<file path="config.mk">
export PLATFORM = sky130hd
export DESIGN_NAME = calc_engine
export DESIGN_NICKNAME = d
export VERILOG_FILES = /design/src/rtl/calc_engine.sv
export SDC_FILE = /design/constraint.sdc
export NUM_CORES = 2
export LEC_CHECK = 0
export ABC_AREA = 1
export CORE_MARGIN = 5
export CORE_UTILIZATION = 30
export CTS_BUF_LIST = sky130_fd_sc_hd__clkbuf_4
export DETAILED_ROUTE_END_ITERATION = 8
export PLACE_DENSITY = 0.53
export SLEW_MARGIN = 15
export SYNTH_ARGS = -nofsm -noshare
export SYNTH_HDL_FRONTEND = slang
export SYNTH_SLANG_ARGS = --single-unit
</file>
<file path="constraint.sdc">
create_clock -name clk -period 7.3 [get_ports clk]
set_input_delay 1.825 -clock clk [delete_from_list [all_inputs] [get_ports clk]]
set_output_delay 1.825 -clock clk [all_outputs]
set_load 0.03 [all_outputs]
</file>
<file path="src/rtl/calc_engine.sv">
// rtl/calc_engine.sv - signed accumulator calculator with multi-cycle restoring divider
//
// Ports:
//   clk, reset     clock; synchronous active-high reset
//   start          op request, accepted only while idle
//   buttons[4:0]   op select {UP=MUL, DOWN=CLEAR, LEFT=ADD, RIGHT=SUB, CENTER=DIV}, priority high bit first
//   operand        signed operand, sign-extended to BITS
//   accum, rem     accumulator; remainder of the last successful DIV
//   busy, done     busy from the cycle after acceptance through the done cycle; done is a one-cycle pulse
//   ovf, err_div0  signed overflow of the last op; sticky divide-by-zero
module calc_engine #(
    parameter int BITS = 32,
    parameter int OPW  = 16
) (
    input  logic            clk,
    input  logic            reset,
    input  logic            start,
    input  logic [4:0]      buttons,
    input  logic [OPW-1:0]  operand,
    output logic [BITS-1:0] accum,
    output logic [BITS-1:0] rem,
    output logic            busy,
    output logic            done,
    output logic            ovf,
    output logic            err_div0
);

    localparam int CW = $clog2(BITS) + 1;
    localparam int PW = BITS + OPW;

    typedef enum logic [2:0] {
        ST_IDLE,
        ST_EXEC,
        ST_DIV_RUN,
        ST_DIV_FIX,
        ST_DONE
    } state_t;

    typedef enum logic [2:0] {
        OP_NONE,
        OP_MUL,
        OP_CLR,
        OP_ADD,
        OP_SUB,
        OP_DIV
    } op_t;

    state_t          state_q, state_d;
    op_t             op_q, op_d;
    logic [BITS-1:0] opnd_q, opnd_d;
    logic [BITS-1:0] accum_q, accum_d;
    logic [BITS-1:0] rem_q, rem_d;
    logic            ovf_q, ovf_d;
    logic            err_q, err_d;
    logic            done_q, done_d;
    logic [BITS-1:0] pr_q, pr_d;   // partial remainder magnitude
    logic [BITS-1:0] dq_q, dq_d;   // dividend bits shifting out, quotient bits shifting in
    logic [BITS-1:0] dv_q, dv_d;   // divisor magnitude
    logic [CW-1:0]   cnt_q, cnt_d;
    logic            a_neg_q, a_neg_d;
    logic            q_neg_q, q_neg_d;

    op_t             op_sel;
    logic [BITS-1:0] opnd_ext;
    logic [BITS-1:0] sum, diff;
    logic            add_ovf, sub_ovf;
    logic [PW-1:0]   mul_a, mul_b, prod;
    logic [OPW:0]    prod_hi;
    logic            mul_ovf;
    logic [BITS-1:0] abs_a, abs_d;
    logic [BITS-1:0] step_pr_in, step_dq_in, step_dv_in;
    logic [BITS:0]   step_sh, step_trial;
    logic [BITS-1:0] step_pr, step_dq;
    logic            step_qbit;

    assign opnd_ext = BITS'($signed(operand));

    always_comb begin
        op_sel = OP_NONE;
        if (buttons[4])      op_sel = OP_MUL;
        else if (buttons[3]) op_sel = OP_CLR;
        else if (buttons[2]) op_sel = OP_ADD;
        else if (buttons[1]) op_sel = OP_SUB;
        else if (buttons[0]) op_sel = OP_DIV;
    end

    // Arithmetic datapath on the latched accumulator/operand.
    always_comb begin
        sum     = accum_q + opnd_q;
        diff    = accum_q - opnd_q;
        add_ovf = (accum_q[BITS-1] == opnd_q[BITS-1]) && (sum[BITS-1] != accum_q[BITS-1]);
        sub_ovf = (accum_q[BITS-1] != opnd_q[BITS-1]) && (diff[BITS-1] != accum_q[BITS-1]);
        // BITS x OPW signed product is exact in BITS+OPW bits; both sides are
        // sign-extended so the unsigned multiply yields the signed result.
        mul_a   = PW'($signed(accum_q));
        mul_b   = PW'($signed(opnd_q[OPW-1:0]));
        prod    = mul_a * mul_b;
        // Representable only if the bits above the result sign all match it.
        prod_hi = prod[PW-1:BITS-1];
        mul_ovf = !((&prod_hi) || !(|prod_hi));
        // Magnitudes are unsigned, so |-2^(BITS-1)| fits without loss.
        abs_a   = accum_q[BITS-1] ? ('0 - accum_q) : accum_q;
        abs_d   = opnd_q[BITS-1] ? ('0 - opnd_q) : opnd_q;
    end

    // One restoring divide step. EXEC performs the first step straight from the
    // magnitudes, so DIV_RUN needs only BITS-1 further steps.
    always_comb begin
        step_pr_in = (state_q == ST_EXEC) ? '0 : pr_q;
        step_dq_in = (state_q == ST_EXEC) ? abs_a : dq_q;
        step_dv_in = (state_q == ST_EXEC) ? abs_d : dv_q;
        step_sh    = {step_pr_in, step_dq_in[BITS-1]};
        step_trial = step_sh - {1'b0, step_dv_in};
        if (step_trial[BITS]) begin
            step_pr   = step_sh[BITS-1:0];
            step_qbit = 1'b0;
        end else begin
            step_pr   = step_trial[BITS-1:0];
            step_qbit = 1'b1;
        end
        step_dq = {step_dq_in[BITS-2:0], step_qbit};
    end

    always_comb begin
        state_d = state_q;
        op_d    = op_q;
        opnd_d  = opnd_q;
        accum_d = accum_q;
        rem_d   = rem_q;
        ovf_d   = ovf_q;
        err_d   = err_q;
        done_d  = 1'b0;
        pr_d    = pr_q;
        dq_d    = dq_q;
        dv_d    = dv_q;
        cnt_d   = cnt_q;
        a_neg_d = a_neg_q;
        q_neg_d = q_neg_q;

        case (state_q)
            ST_IDLE: begin
                // done_q high means the previous op is still in its done cycle.
                if (start && !done_q) begin
                    op_d    = op_sel;
                    opnd_d  = opnd_ext;
                    state_d = ST_EXEC;
                end
            end
            ST_EXEC: begin
                state_d = ST_DONE;
                case (op_q)
                    OP_ADD: begin
                        accum_d = sum;
                        ovf_d   = add_ovf;
                    end
                    OP_SUB: begin
                        accum_d = diff;
                        ovf_d   = sub_ovf;
                    end
                    OP_MUL: begin
                        accum_d = prod[BITS-1:0];
                        ovf_d   = mul_ovf;
                    end
                    OP_CLR: begin
                        accum_d = '0;
                        rem_d   = '0;
                        err_d   = 1'b0;
                        ovf_d   = 1'b0;
                    end
                    OP_DIV: begin
                        ovf_d = 1'b0;
                        if (opnd_q == '0) begin
                            err_d = 1'b1;
                        end else begin
                            pr_d    = step_pr;
                            dq_d    = step_dq;
                            dv_d    = abs_d;
                            cnt_d   = CW'(BITS - 1);
                            a_neg_d = accum_q[BITS-1];
                            q_neg_d = accum_q[BITS-1] ^ opnd_q[BITS-1];
                            state_d = ST_DIV_RUN;
                        end
                    end
                    default: ovf_d = 1'b0;
                endcase
            end
            ST_DIV_RUN: begin
                pr_d  = step_pr;
                dq_d  = step_dq;
                cnt_d = cnt_q - CW'(1);
                if (cnt_q == CW'(1)) begin
                    state_d = ST_DIV_FIX;
                end
            end
            ST_DIV_FIX: begin
                accum_d = q_neg_q ? ('0 - dq_q) : dq_q;
                rem_d   = a_neg_q ? ('0 - pr_q) : pr_q;
                // A magnitude of 2^(BITS-1) with a positive result only arises
                // from -2^(BITS-1) / -1; the wrapped quotient is already correct.
                ovf_d   = dq_q[BITS-1] && !q_neg_q;
                state_d = ST_DONE;
            end
            ST_DONE: begin
                done_d  = 1'b1;
                state_d = ST_IDLE;
            end
            default: state_d = ST_IDLE;
        endcase
    end

    always_ff @(posedge clk) begin
        if (reset) begin
            state_q <= ST_IDLE;
            op_q    <= OP_NONE;
            opnd_q  <= '0;
            accum_q <= '0;
            rem_q   <= '0;
            ovf_q   <= 1'b0;
            err_q   <= 1'b0;
            done_q  <= 1'b0;
            pr_q    <= '0;
            dq_q    <= '0;
            dv_q    <= '0;
            cnt_q   <= '0;
            a_neg_q <= 1'b0;
            q_neg_q <= 1'b0;
        end else begin
            state_q <= state_d;
            op_q    <= op_d;
            opnd_q  <= opnd_d;
            accum_q <= accum_d;
            rem_q   <= rem_d;
            ovf_q   <= ovf_d;
            err_q   <= err_d;
            done_q  <= done_d;
            pr_q    <= pr_d;
            dq_q    <= dq_d;
            dv_q    <= dv_d;
            cnt_q   <= cnt_d;
            a_neg_q <= a_neg_d;
            q_neg_q <= q_neg_d;
        end
    end

    assign accum    = accum_q;
    assign rem      = rem_q;
    assign busy     = (state_q != ST_IDLE) || done_q;
    assign done     = done_q;
    assign ovf      = ovf_q;
    assign err_div0 = err_q;

endmodule

</file>
==> results.json <==
{
  "required_ns": 7.91,
  "rsz0062_at_grt": "false",
  "cts.clk_slew.worst_paths_ns": 0.22,
  "syn_area_per_cell_um2": 6.74,
  "ys_warn_count": 0,
  "initial_core_util_pct": 30.3,
  "post_cts_buffers": 0,
  "synth-seq-cells": 178,
  "hold_start": "dv_q[30]$_SDFFE_PP0P_",
  "row_count": 126,
  "die_w_um": 355,
  "grt_pass1_vias": 34000,
  "grt_pass1_wl_um": 202000,
  "hold_depth": 2,
  "via_per_inst": 4.91,
  "register_area_mm2": 0.00358,
  "swShare_pct": 57.1,
  "grt_max_degree": 79,
  "crit_type": "flop to flop",
  "crit_arrival_ns": 7.62,
  "drtAntennaViolNets": 0,
  "synth.distinct_cells": 69,
  "drcViolationCount": 0,
  "p_clk_share_pct": 10.8,
  "htree_levels": 4,
  "leakagePower_uw": 0.0201,
  "multi_input_area_mm2": 0.0265,
  "run_status": "complete, no violations",
  "place.gp.congestion": 1.02,
  "core_area_mm2": 0.118,
  "worst-r2r-setup-slack_ns": 0.29,
  "drv_cap": 0,
  "avgRoutedWirePerCell_um": 19.0,
  "root_buffer": "clkbuf_4",
  "p_seq_share_pct": 19.5,
  "holdPathEnd": "dv_q[30]$_SDFFE_PP0P_",
  "drive_above_1_share_pct": 4.79,
  "drt-pass1-iter-count": 5,
  "wl_um": 130000,
  "relSlewSlack_pct": 27.1,
  "fmax_ghz": 0.143,
  "r2r_end": "ovf$_SDFFE_PP0P_",
  "ir_drop_mv": 0.0944,
  "hold_buffers": 0,
  "slew_viol_final": 0,
  "combinationalPowerShare_pct": 69.7,
  "cts_sinks": 178,
  "hold_viol_final": 0,
  "p_int_uw": 2480,
  "switchingPower_uw": 3310,
  "yosysSeqAreaShare_pct": 9.95,
  "async_reset_ff_share_pct": 0,
  "cts.path.max_buffers": 2,
  "r2r_start": "opnd_q[14]$_SDFFE_PP0P_",
  "dp_cells": 6812,
  "fin_cells": 6845,
  "syn-cell-area_mm2": 0.0358,
  "nFillCells": 13000,
  "fp.dieArea_mm2": 0.126,
  "area_growth_syn_to_layout_pct": 8.96,
  "power_density_mw_per_mm2": 148,
  "critPathLaunchType": "flop",
  "period_share_pct": 96.1,
  "dp_hpwl_um": 105000,
  "synthFlopType": "dfxtp_1",
  "holdWs_ns": 0.453,
  "syn_nets": 6059,
  "fp.dieH_um": 355,
  "final_nets": 6039,
  "setup.worst_path.end_class": "flop",
  "tns_ns": 0,
  "drtIter0Drc": 2946,
  "vias": 33600,
  "post_cts_resized": 0,
  "hold_class": "flop to flop",
  "skew_ns": 0.0487,
  "io_pins": 92,
  "grt_antenna_before_repair": 2,
  "synth_edf_count": 0,
  "grtUsageTotal_pct": 20.5,
  "netlist_instances": 5315,
  "cts_tree": "done",
  "worstRegToRegCells": 25,
  "io_buffers": 91,
  "period_minus_slack_ns": 7.01,
  "crit_fanout": 19,
  "cts_buffers": 17,
  "report.final.setup_viol": 0,
  "gr-total-overflow": 0,
  "clock_latency_ns": 0.68,
  "tightest_slew_ns": 1.09
}
flip-flops by register name, summed over array words and instances (netlist names), 6 cells and up:
name / count
dq_q: 32
pr_q: 32
rem: 32
opnd_q: 16
cnt_q: 6
accum: 32
dv_q: 17
metal layers:
| layer | track usage [%] | up-vias | part of all wire [%] |
|---|---|---|---|
| li1 | - | 16100 | - |
| met3 | 2.13 | 102 | 5.5 |
| met2 | 33.0 | 1002 | 45 |
| met5 | 0 | - | 0 |
| met1 | 29.5 | 16400 | 47 |
| met4 | 4.84 | 0 | 2.2 |
worst max path at each step:
stage | startpoint | to | slack (ns) | cells after the start
after global placement | opnd_q[8]$_SDFFE_PP0P_ | ovf$_SDFFE_PP0P_ | 0.17 | 27
after CTS | opnd_q[8]$_SDFFE_PP0P_ | ovf$_SDFFE_PP0P_ | 0.17 | 27
final | opnd_q[14]$_SDFFE_PP0P_ | ovf$_SDFFE_PP0P_ | 0.29 | 25
after detailed placement | opnd_q[8]$_SDFFE_PP0P_ | ovf$_SDFFE_PP0P_ | 0.16 | 27
after global routing | opnd_q[14]$_SDFFE_PP0P_ | ovf$_SDFFE_PP0P_ | 0.04 | 27
after floorplan | opnd_q[15]$_SDFFE_PP0P_ | ovf$_SDFFE_PP0P_ | 0.38 | 31
Yosys cell counts (12+ instances only):
master       n  area (µm²)
nor4_1      16         100
o21ai_1     24         120
xnor2_1     17         149
o211ai_1    43         323
inv_1     1250        4690
nand4_1     32         200
xor2_1      83         727
nand2_1   1308        4910
dfxtp_1    178        3560
nor3_1      51         255
clkbuf_1   162         608
nand3b_1    15         113
fa_1       489        9790
buf_1       33         124
o21ai_0    282        1410
nor2_1     292        1100
ha_1       231        2890
buf_2       33         165
or2_2       16         100
a31oi_1     19         119
nand3_1    179         896
a21oi_1    365        1830
inv_2       12        45.0
o21bai_1    18         135
area by class of cell:
| type | count | share of cell area (%) |
|---|---|---|
| clock buffers | 17 | 0.327 |
| multi-input cells | 3629 | 67.9 |
| clock inverters | 15 | 0.427 |
| well taps | 1536 | 4.93 |
| inverters | 1265 | 12.2 |
| diodes | 1 | 0.00641 |
| repair buffers | 204 | 5.04 |
| flip-flops and latches | 178 | 9.19 |
critical path: stages (launching register included):
cell     delay, ns
dfxtp_2       0.87
buf_4         0.36
nand2_1       0.15
fa_1          0.43
fa_1          0.50
fa_1          0.52
fa_1          0.52
fa_1          0.53
fa_1          0.55
inv_1         0.05
ha_1          0.35
nand2_1       0.13
nor2_1        0.27
nand2_1       0.15
nor3_1        0.34
nand4_1       0.19
nand3_1       0.20
nand2_1       0.14
nand2_1       0.11
nand2_1       0.05
nor2_1        0.18
nand3_1       0.11
nand3_1       0.09
nand2_1       0.06
nand2_1       0.05
a21oi_1       0.06
logic make-up (layout without fill, tap and decap cells):
kind of cell / count (synthesis) / in the layout / share of synthesized area, %
flops: 178 / 178 / 9.95
buf+inv: 1508 / 1501 / 16.1
mux: 1 / 1 / 0.0280
simple gates: 1962 / 1962 / 22.9
fa+ha+maj: 720 / 720 / 35.4
compound gates: 846 / 846 / 13.2
xor+xnor: 100 / 100 / 2.45
other cells: 0 / 1 / 0
power groups by stage:
stage	logic [µW]	clock network, µW	registers [µW]
after floorplan	2670	0	1110
after global placement	3960	0	1150
after detailed placement	3960	0	1150
after CTS	4000	640	1130
after global routing	4490	675	1140
final	4040	624	1130
metrics by stage:
stage / util [%] / setup slack [ns] / total power, µW / cell area [µm²]
2_1_floorplan: - / 0.382 / 3770 / 35800
3_3_place_gp: 32.7 / 0.170 / 5110 / 38700
3_5_place_dp: 32.7 / 0.162 / 5110 / 38700
4_1_cts: 33.0 / 0.170 / 5770 / 39000
5_1_grt: 33.0 / 0.0428 / 6300 / 39000
6_report: 33.0 / 0.285 / 5790 / 39000
placed cells by master (no fill, tap or decap), types with 8 or more instances in the layout:
cell type,instances
nor2_1,290
xor2_1,83
nand2_2,10
a31oi_1,19
nand4_1,32
nor3_1,51
xnor2_1,17
dfxtp_2,8
nand3b_1,15
a221oi_1,11
o21ai_0,282
inv_1,1248
fa_1,489
nor4_1,16
nand3_1,179
o31ai_1,8
o21ai_1,24
clkbuf_4,17
ha_1,231
inv_2,14
dfxtp_1,167
clkdlybuf4s50_1,90
o21bai_1,18
o211ai_1,43
o2111ai_1,8
buf_12,17
a21oi_1,365
nand2_1,1308
o22ai_1,11
buf_4,96
a21o_1,11
or2_2,16
(Power assumes the default switching activity.)
